### src/rtl/bc_pkg.sv
// ============================================================================
// Module   : bc_pkg
// Brief    : Shared Basic Computer constants: default widths and timing states.
// Revision : 1.0
// ============================================================================
`default_nettype none

package bc_pkg;

    localparam int SC_WIDTH_DEF   = 4;
    localparam int ICNT_WIDTH_DEF = 16;

    // Timing states decoded by the control unit.
    localparam logic [SC_WIDTH_DEF-1:0] T0 = 4'd0;
    localparam logic [SC_WIDTH_DEF-1:0] T1 = 4'd1;
    localparam logic [SC_WIDTH_DEF-1:0] T2 = 4'd2;
    localparam logic [SC_WIDTH_DEF-1:0] T3 = 4'd3;
    localparam logic [SC_WIDTH_DEF-1:0] T4 = 4'd4;
    localparam logic [SC_WIDTH_DEF-1:0] T5 = 4'd5;
    localparam logic [SC_WIDTH_DEF-1:0] T6 = 4'd6;

    localparam logic [SC_WIDTH_DEF-1:0] SC_ALL_ONES = '1;

endpackage

`default_nettype wire

### src/rtl/sequence_counter_if.sv
// ============================================================================
// Module   : sequence_counter_if
// Brief    : Control-unit <-> sequence counter signal bundle.
// Revision : 1.0
// ============================================================================
`default_nettype none

interface sequence_counter_if
    import bc_pkg::*;
#(
    parameter int SC_WIDTH   = SC_WIDTH_DEF,
    parameter int ICNT_WIDTH = ICNT_WIDTH_DEF
);
    logic                  start;
    logic                  hlt;
    logic                  sc_clr;
    logic                  stall;
    logic [SC_WIDTH-1:0]   sc;
    logic                  running;
    logic                  wrap;
    logic [ICNT_WIDTH-1:0] icnt;

    modport master (
        output start, hlt, sc_clr, stall,
        input  sc, running, wrap, icnt
    );

    modport slave (
        input  start, hlt, sc_clr, stall,
        output sc, running, wrap, icnt
    );
endinterface

`default_nettype wire

### src/rtl/up_counter.sv
// ============================================================================
// Module   : up_counter
// Brief    : Free-running up counter with sync clear, enable and wrap pulse.
// Revision : 1.0
// ============================================================================
`default_nettype none

module up_counter #(
    parameter int WIDTH = 4
) (
    input  wire logic             clk,
    input  wire logic             rst,
    input  wire logic             i_clr,
    input  wire logic             i_en,
    output logic      [WIDTH-1:0] o_count,
    output logic                  o_wrap
);
    localparam logic [WIDTH-1:0] C_ALL_ONES = '1;
    localparam logic [WIDTH-1:0] C_ONE      = {{(WIDTH-1){1'b0}}, 1'b1};

    logic [WIDTH-1:0] r_count;
    logic             r_wrap;

    // Clear beats enable; wrap marks only a genuine rollover by increment.
    always_ff @(posedge clk) begin
        if (rst) begin
            r_count <= '0;
            r_wrap  <= 1'b0;
        end else begin
            r_wrap <= 1'b0;
            if (i_clr) begin
                r_count <= '0;
            end else if (i_en) begin
                r_count <= r_count + C_ONE;
                r_wrap  <= (r_count == C_ALL_ONES);
            end
        end
    end

    assign o_count = r_count;
    assign o_wrap  = r_wrap;

endmodule

`default_nettype wire

### src/rtl/sequence_counter.sv
// ============================================================================
// Module   : sequence_counter
// Brief    : Basic Computer SC register, start/stop flip-flop S and
//            retired-instruction counter.
// Revision : 1.0
// ============================================================================
`default_nettype none

module sequence_counter
    import bc_pkg::*;
#(
    parameter int SC_WIDTH   = SC_WIDTH_DEF,
    parameter int ICNT_WIDTH = ICNT_WIDTH_DEF
) (
    input  wire logic         clk,
    input  wire logic         rst,
    sequence_counter_if.slave bus
);
    logic                  r_running;
    logic                  w_start_ok;
    logic                  w_sc_clr;
    logic                  w_sc_en;
    logic                  w_icnt_en;
    logic [SC_WIDTH-1:0]   w_sc;
    logic                  w_sc_wrap;
    logic [ICNT_WIDTH-1:0] w_icnt;
    logic                  w_icnt_wrap_unused;

    assign w_start_ok = bus.start & ~r_running;

    // Halt, an accepted start and an in-run clear all force SC back to T0.
    assign w_sc_clr  = bus.hlt | w_start_ok | (r_running & bus.sc_clr);
    assign w_sc_en   = r_running & ~bus.stall;
    assign w_icnt_en = r_running & bus.sc_clr & ~bus.hlt;

    always_ff @(posedge clk) begin
        if (rst) begin
            r_running <= 1'b0;
        end else if (bus.hlt) begin
            r_running <= 1'b0;
        end else if (bus.start) begin
            r_running <= 1'b1;
        end
    end

    up_counter #(
        .WIDTH (SC_WIDTH)
    ) u_sc_cnt (
        .clk     (clk),
        .rst     (rst),
        .i_clr   (w_sc_clr),
        .i_en    (w_sc_en),
        .o_count (w_sc),
        .o_wrap  (w_sc_wrap)
    );

    up_counter #(
        .WIDTH (ICNT_WIDTH)
    ) u_icnt_cnt (
        .clk     (clk),
        .rst     (rst),
        .i_clr   (1'b0),
        .i_en    (w_icnt_en),
        .o_count (w_icnt),
        .o_wrap  (w_icnt_wrap_unused)
    );

    assign bus.sc      = w_sc;
    assign bus.running = r_running;
    assign bus.wrap    = w_sc_wrap;
    assign bus.icnt    = w_icnt;

endmodule

`default_nettype wire

### src/flat_wrapper.sv
// flat-port wrapper written by rule: the top's interface ports become plain ports
module sequence_counter_flat import bc_pkg::*;
#(
    parameter int SC_WIDTH   = SC_WIDTH_DEF,
    parameter int ICNT_WIDTH = ICNT_WIDTH_DEF
)
  (clk, rst, bus_start, bus_hlt, bus_sc_clr, bus_stall, bus_sc, bus_running, bus_wrap, bus_icnt);
  sequence_counter_if #(.SC_WIDTH(SC_WIDTH), .ICNT_WIDTH(ICNT_WIDTH)) bus_i ();
  input  wire logic clk;
  input  wire logic rst;
  input wire logic [$bits(bus_i.start)-1:0] bus_start;
  input wire logic [$bits(bus_i.hlt)-1:0] bus_hlt;
  input wire logic [$bits(bus_i.sc_clr)-1:0] bus_sc_clr;
  input wire logic [$bits(bus_i.stall)-1:0] bus_stall;
  output wire logic [$bits(bus_i.sc)-1:0] bus_sc;
  output wire logic [$bits(bus_i.running)-1:0] bus_running;
  output wire logic [$bits(bus_i.wrap)-1:0] bus_wrap;
  output wire logic [$bits(bus_i.icnt)-1:0] bus_icnt;
  assign bus_i.start = bus_start;
  assign bus_i.hlt = bus_hlt;
  assign bus_i.sc_clr = bus_sc_clr;
  assign bus_i.stall = bus_stall;
  assign bus_sc = bus_i.sc;
  assign bus_running = bus_i.running;
  assign bus_wrap = bus_i.wrap;
  assign bus_icnt = bus_i.icnt;
  sequence_counter #(.SC_WIDTH(SC_WIDTH), .ICNT_WIDTH(ICNT_WIDTH)) u_core (.clk(clk), .rst(rst), .bus(bus_i));
endmodule
### config.mk
export PLATFORM = sky130hd
export DESIGN_NAME = sequence_counter_flat
export DESIGN_NICKNAME = d
export VERILOG_FILES = /design/src/rtl/bc_pkg.sv /design/src/rtl/sequence_counter_if.sv /design/src/rtl/up_counter.sv /design/src/rtl/sequence_counter.sv /design/src/flat_wrapper.sv
export SDC_FILE = /design/constraint.sdc
export NUM_CORES = 1
export LEC_CHECK = 0
export CAP_MARGIN = 20
export CORE_MARGIN = 3
export CORE_UTILIZATION = 40
export CTS_CLUSTER_SIZE = 30
export DETAILED_ROUTE_END_ITERATION = 12
export PLACE_DENSITY = 0.72
export SETUP_SLACK_MARGIN = 0.15
export SKIP_LAST_GASP = 1
export SLEW_MARGIN = 5
export SYNTH_ARGS = -nofsm -noshare
export SYNTH_HDL_FRONTEND = slang
export SYNTH_SLANG_ARGS = --single-unit
### constraint.sdc
create_clock -name clk -period 1.5 [get_ports clk]
set_input_delay 0.45 -clock clk [delete_from_list [all_inputs] [get_ports clk]]
set_output_delay 0.45 -clock clk [all_outputs]
set_load 0.02 [all_outputs]
==> impl_results.md, run 1 <==
* DIE WIDTH at 55.5 microns
* Pleak at 0.000641 uW
* I/O Buffers at 27
* Clk_lat worst skew at 310 ps
* Status: completed
* Layout area overhead at 51.0%
* Setup TNS at 0 ps
* Worst-margin pin slew at 377 ps
* TritonRoute pass-1 iters at 4
* Synth warnings at 0
* Final hold viol count at 0
* Hold Startpoint: u_core.u_icnt_cnt.o_count[15]$_SDFFE_PP0P_
* Fin Hold WS at 495 ps
* Diodes inserted at 0
* Max-slew violations at 0
* Data arrival, critical path at 1680 ps
* Total number of vias at 1013
* Max-cap violation count at 0
* Pwr Density at 610 mW/mm^2
* Layout Skew at 8.96 ps
* CTS tree: done
* Post-synth top area cell: dfxtp_1
* Crit path max fanout at 5
* Post-Synthesis Cell Area at 978 sq um
* Final design utilization at 0.649
* Main area contributors after synthesis: dfxtp_1, nor2_1, xor2_1
* Final non-filler cell total at 189
* Sink Count at 22
* Layout cells sized above 1 at 0.466
* Initial DRC Count at 31
* Rel. slew slack at 0.747
* Top cell type's share of synthesized area at 0.450
* Post-Syn Instances at between 100 and 150
* Reg-to-Reg Start: u_core.u_icnt_cnt.o_count[1]$_SDFFE_PP0P_
* Total grt overflow at 0
* Syn_area_per_cell at 8.98 sq um
* R2R Setup Slk at 80 ps
* Hold crit path type: reg -> reg
* R2R depth at 5
* Hold_buf cts at 0
* Placed cell count at ~180
* CTS H-tree lvls at 1
* Critical path class: reg -> reg
* Peak supply drop at 520 uV
* Post-DRT Antenna Nets at 0
* WL/cell at 13.4 microns
* Synthesized net count at 117
* DP HPWL at 1.78 mm
* Worst Setup SP: u_core.u_icnt_cnt.o_count[1]$_SDFFE_PP0P_
* Number of global-route vias before repair at slightly below 1000
* Total power draw at 902 uW
* Clk buf depth at 2
* Number of nets in the layout at 170
* Req. time, crit path at between 1500 and 2000 ps
* Die area at 0.00308 sq mm
* Netlist cell types at 24
* Initial antenna violation count at 0
* Pin count of the biggest net entering global routing at 18
* Via density at 5.36
* Max Freq at 702 MHz
* # DRC at 0
* # setup viols final at 0
* Seq cells post-synth at 22
* RSZ-0062 raised after global routing: yes
* Core area at around 0.0023 sq mm
* IO Pins at 28
* Final WL at 2.53 mm
* Sequential-to-total area share from yosys stat at 0.450
* Cell Rows at 17
* Gr usage total at 0.171
* CTS buffer count at 3
* CP endpoint kind: flop
* Die H at ~55 microns
* R2r endpoint: u_core.u_icnt_cnt.o_count[12]$_SDFFE_PP0P_
* Initial Util at 0.430
* Crit path capture: u_core.u_icnt_cnt.o_count[12]$_SDFFE_PP0P_
* Period utilization at 0.950
* Tmin final at 1420 ps
* First-pass GRT wire length at between 4 and 5 mm
* CP startpoint kind: flop
* Clock root buffer: clkbuf_4
* Worst-path clk slew at 120 ps
* Gpl congestion at 0.766
## worst min path at each step
stage          slack, ps  cells past startpoint                                    endpoint
2_1_floorplan        520                      1             u_core.bus.running$_SDFFE_PP0P_
3_3_place_gp         470                      2  u_core.u_icnt_cnt.o_count[15]$_SDFFE_PP0P_
3_5_place_dp         480                      2  u_core.u_icnt_cnt.o_count[15]$_SDFFE_PP0P_
4_1_cts              500                      2  u_core.u_icnt_cnt.o_count[15]$_SDFFE_PP0P_
5_1_grt              540                      2  u_core.u_icnt_cnt.o_count[14]$_SDFFE_PP0P_
6_report             500                      2  u_core.u_icnt_cnt.o_count[15]$_SDFFE_PP0P_
## synthesized netlist by cell type, drive strengths merged
cell type / instances
nor4: 3
clkbuf: 1
and4b: 1
a211oi: 1
mux2i: 2
dfxtp: 22
xnor2: 5
xor2: 6
ha: 2
nor2: 15
nand2: 7
or3: 7
nor3: 1
and4: 3
nand4b: 1
a21oi: 7
nor2b: 1
nand3: 6
and3b: 1
buf: 1
nand4: 6
inv: 2
o21ai: 8
## worst max-delay path: stages, from the launching register on
cell	delay [ps]
dfxtp_4	390
ha_4	150
nand2_4	50
or3_4	340
or3_1	320
a21oi_1	130
## registers in the layout, indices dropped and copies added (netlist names)
name,cells
u_core.bus.running,1
u_core.u_icnt_cnt.o_count,16
u_core.u_sc_cnt.o_count,4
u_core.u_sc_cnt.o_wrap,1
## timing repair
item,4_1_cts,5_1_grt
cloned,0,0
pin swaps,3,3
setup buffers,6,2
gates resized for setup,95,20
endpoints found under the setup margin,42,27
## stage by stage
stage               instance area (sq um)  worst slack [ps]
floorplan                            1020              37.1
global placement                     1430              -460
detailed placement                   1430              -467
CTS                                  1450              27.9
global route                         1480              25.2
finish                               1480              75.7
## logic make-up after synthesis
group / share of synthesized area
AO/OA/AOI/OAI: 0.0844
multiplexers: 0.0205
flip-flops: 0.450
XOR/XNOR: 0.0985
buffers and inverters: 0.0153
AND/OR/NAND/NOR: 0.306
adder cells (fa/ha/maj): 0.0256
## cells in the final DEF (no fill, tap or decap), types with 2 or more instances in the layout
| cell | instances |
|---|---|
| buf_4 | 27 |
| buf_2 | 16 |
| nor2_1 | 15 |
| dfxtp_4 | 8 |
| o21ai_0 | 7 |
| a21oi_1 | 7 |
| dfxtp_2 | 7 |
| dfxtp_1 | 7 |
| xor2_1 | 6 |
| or3_1 | 6 |
| nand4_1 | 6 |
| nand3_1 | 5 |
| nand2_1 | 5 |
| xnor2_1 | 5 |
| nor4_2 | 3 |
| clkbuf_4 | 3 |
| clkdlybuf4s50_1 | 3 |
| mux2i_1 | 2 |
| and4_4 | 2 |
| inv_1 | 2 |
## layout make-up
type                       count  area (sq um)
fill                         187           798
multi-input combinational     83           582
sequential                    22           479
timing repair buffer          50           348
tap                           28          35.0
clock buffer                   3          22.5
inverter                       2          7.51
clock inverter                 1          3.75
## routing by layer
layer	wire [microns]	vias up	GRT usage	share of wire
li1	-	494	-	-
met1	1070	479	0.191	0.42
met2	1270	33	0.304	0.50
met3	129	7	0.0327	0.051
met4	62	0	0.0903	0.025
met5	0	-	0	0
## where the power goes
part	internal [uW]	switching, uW
combinational	27.3	24.7
sequential	573	3.94
clock	97.3	176
(Power assumes the default switching activity.)
==> inputs of run 2 (changes only) <==
Settings changed: CORE_UTILIZATION 40 to 45, PLACE_DENSITY 0.72 to 0.76.
Clock period 1.5 ns to 1.4 ns, I/O delays scaled along.
==> impl_results.md, run 2 (synthesis results as in run 1) <==
* Most common cell after layout, fill and taps aside: buf_4
* Rel. slew slack at 0.777 (+0.0294)
* Gpl congestion at 0.756 (-1.4%)
* Worst-path clk slew at 130 ps (about the same)
* Pwr Density at 560 mW/mm^2 (-8.3%)
* # DRC at 0 (unchanged)
* Critical path class: reg -> reg
* Placed cell count at 186 (+5.1%)
* Total number of vias at 1156 (+14%)
* Clk buf depth at 2 (unchanged)
* Hold crit path type: reg -> reg
* CTS tree: done
* Slowest CP cell: or3_4
* Slowest cell delay on critical path at 410 ps (+20 ps)
* # setup viols final at 9 (+9)
* Status: finished, violations left
* Peak supply drop at 524 uV (+0.66%)
* Setup slack after layout at -184 ps (-260 ps)
* Pleak at 0.000811 uW (+26%)
* Final design utilization at 0.898 (+0.249)
* Pin count of the biggest net entering global routing at 18 (unchanged)
* Crit path max fanout at 5 (unchanged)
* Layout cells sized above 1 at 0.598 (+0.132)
* Number of global-route vias before repair at 1094 (+11%)
* Max-cap violation count at 0 (unchanged)
* DP HPWL at 1.83 mm (+3.1%)
* Initial antenna violation count at 0 (unchanged)
* CP Depth at 5 (unchanged)
* R2R depth at 5 (unchanged)
* IO Pins at 28 (unchanged)
* Total power draw at 1010 uW (+12%)
* Data arrival, critical path at 1840 ps (+160 ps)
* WL/cell at 17.9 microns (+33%)
* Filler cell count at 82 (-56%)
* First-pass GRT wire length at 4.84 mm (+14%)
* CTS H-tree lvls at 1 (unchanged)
* Most used cell along the critical path: or3_4
* Crit-path cells: ha_4 > nand2_4 > or3_4 > or3_4 > a21oi_2
* DIE WIDTH at 52.6 microns (-5.1%)
* Failing checks: setup timing
* Final hold viol count at 0 (unchanged)
* CP endpoint kind: flop
* Max-slew violations at 0 (unchanged)
* CP top delay family: simple AND/OR/NAND/NOR gates
* Gr usage total at 0.235 (+0.0637)
* Total grt overflow at 0 (unchanged)
* R2R Setup Slk at -180 ps (-260 ps)
* Sink Count at 22 (unchanged)
* Diodes inserted at 0 (unchanged)
* Commonest non-fill, non-tap cells in the layout: buf_4, buf_6, nor2_1
* Max reg flops at 16 (unchanged)
* Core area at 0.00200 sq mm (-12%)
* Worst-margin pin slew at 333 ps (-43.8 ps)
* Final non-filler cell total at 206 (+9.0%)
* DP Area at 0.00149 sq mm (+4.4%)
* Clock root buffer: clkbuf_4
* Initial Util at 0.489 (+0.0588)
* Final Instance Area at 0.00180 sq mm (+22%)
* Crit path capture: u_core.u_icnt_cnt.o_count[12]$_SDFFE_PP0P_
* Layout Skew at 9.21 ps (+0.255 ps)
* Max Freq at 631 MHz (-10%)
* Req. time, crit path at 1660 ps (-90 ps)
* I/O Buffers at 27 (unchanged)
* Reg-to-Reg Start: u_core.u_icnt_cnt.o_count[0]$_SDFFE_PP0P_
* Via density at 5.61 (+4.7%)
* Worst path bufs/invs at 0 (unchanged)
* R2r endpoint: u_core.u_icnt_cnt.o_count[12]$_SDFFE_PP0P_
* Die area at 0.00277 sq mm (-9.9%)
* Number of nets in the layout at 188 (+11%)
* Worst Setup SP: u_core.u_icnt_cnt.o_count[0]$_SDFFE_PP0P_
* Initial DRC Count at 47 (+52%)
* Final WL at 3.68 mm (+45%)
* RSZ-0062 raised after global routing: yes
* Period utilization at 1.13 (+0.182)
* TritonRoute pass-1 iters at 4 (unchanged)
* Cell Rows at 16 (-1)
* CP startpoint kind: flop
* Tmin final at 1580 ps (+160 ps)
* Die H at 52.6 microns (-5.1%)
* CTS buffer count at 3 (unchanged)
* Layout area overhead at 83.8%
* Clk_lat worst skew at 320 ps (about the same)
* Post-DRT Antenna Nets at 0 (unchanged)
==> run 2: worst min path at each step <==
stage | startpoint | endpoint | cells past startpoint
2_1_floorplan | bus_hlt | u_core.bus.running$_SDFFE_PP0P_ | 1
3_3_place_gp | u_core.u_icnt_cnt.o_count[15]$_SDFFE_PP0P_ | u_core.u_icnt_cnt.o_count[15]$_SDFFE_PP0P_ | 2
3_5_place_dp | u_core.u_icnt_cnt.o_count[7]$_SDFFE_PP0P_ | u_core.u_icnt_cnt.o_count[7]$_SDFFE_PP0P_ | 2
4_1_cts | u_core.u_icnt_cnt.o_count[15]$_SDFFE_PP0P_ | u_core.u_icnt_cnt.o_count[15]$_SDFFE_PP0P_ | 2
5_1_grt | u_core.u_icnt_cnt.o_count[7]$_SDFFE_PP0P_ | u_core.u_icnt_cnt.o_count[7]$_SDFFE_PP0P_ | 2
6_report | u_core.u_icnt_cnt.o_count[7]$_SDFFE_PP0P_ | u_core.u_icnt_cnt.o_count[7]$_SDFFE_PP0P_ | 2
==> run 2: per-layer routing <==
metal / vias to the layer above / share of wire / global-route usage
met5: - / 0 / 0
met4: 0 / 0.022 / 0.132
met3: 16 / 0.058 / 0.0541
met2: 59 / 0.54 / 0.384
met1: 546 / 0.38 / 0.280
li1: 535 / - / -
==> run 2: worst register-to-register path, cell delays in order (launching register included) <==
cell	delay (ps)
dfxtp_4	390
ha_4	150
nand2_4	60
or3_4	400
or3_4	410
a21oi_2	120
==> run 2: through the flow <==
step | setup TNS (ps) | worst slack [ps] | hold slack, ps
final | -927 | -184 | 532
after global routing | -1480 | -209 | 561
after detailed placement | -9150 | -604 | 498
after CTS | -400 | -102 | 518
after floorplan | -181 | -90.4 | 489
after global placement | -8040 | -548 | 483
==> run 2: where the power goes <==
group / internal, uW / leakage (uW) / switching (uW)
clock network: 111 / 0.0000150 / 203
registers: 618 / 0.000189 / 3.81
logic: 35.9 / 0.000607 / 34.9
total: 765 / 0.000811 / 242
==> run 2: repair_timing <==
action	in CTS	in global routing
resized for setup	121	47
setup buffers	10	6
endpoints found under the setup margin	43	34
pin swaps	11	14
hold buffers	0	0
==> run 2: layout make-up <==
cell class / instances / area, sq um / share of cell area
inverter: 2 / 7.51 / 0.00418
sequential: 22 / 480 / 0.267
multi-input combinational: 83 / 649 / 0.361
timing repair buffer: 68 / 601 / 0.334
clock buffer: 4 / 26.3 / 0.0146
tap: 27 / 33.8 / 0.0188
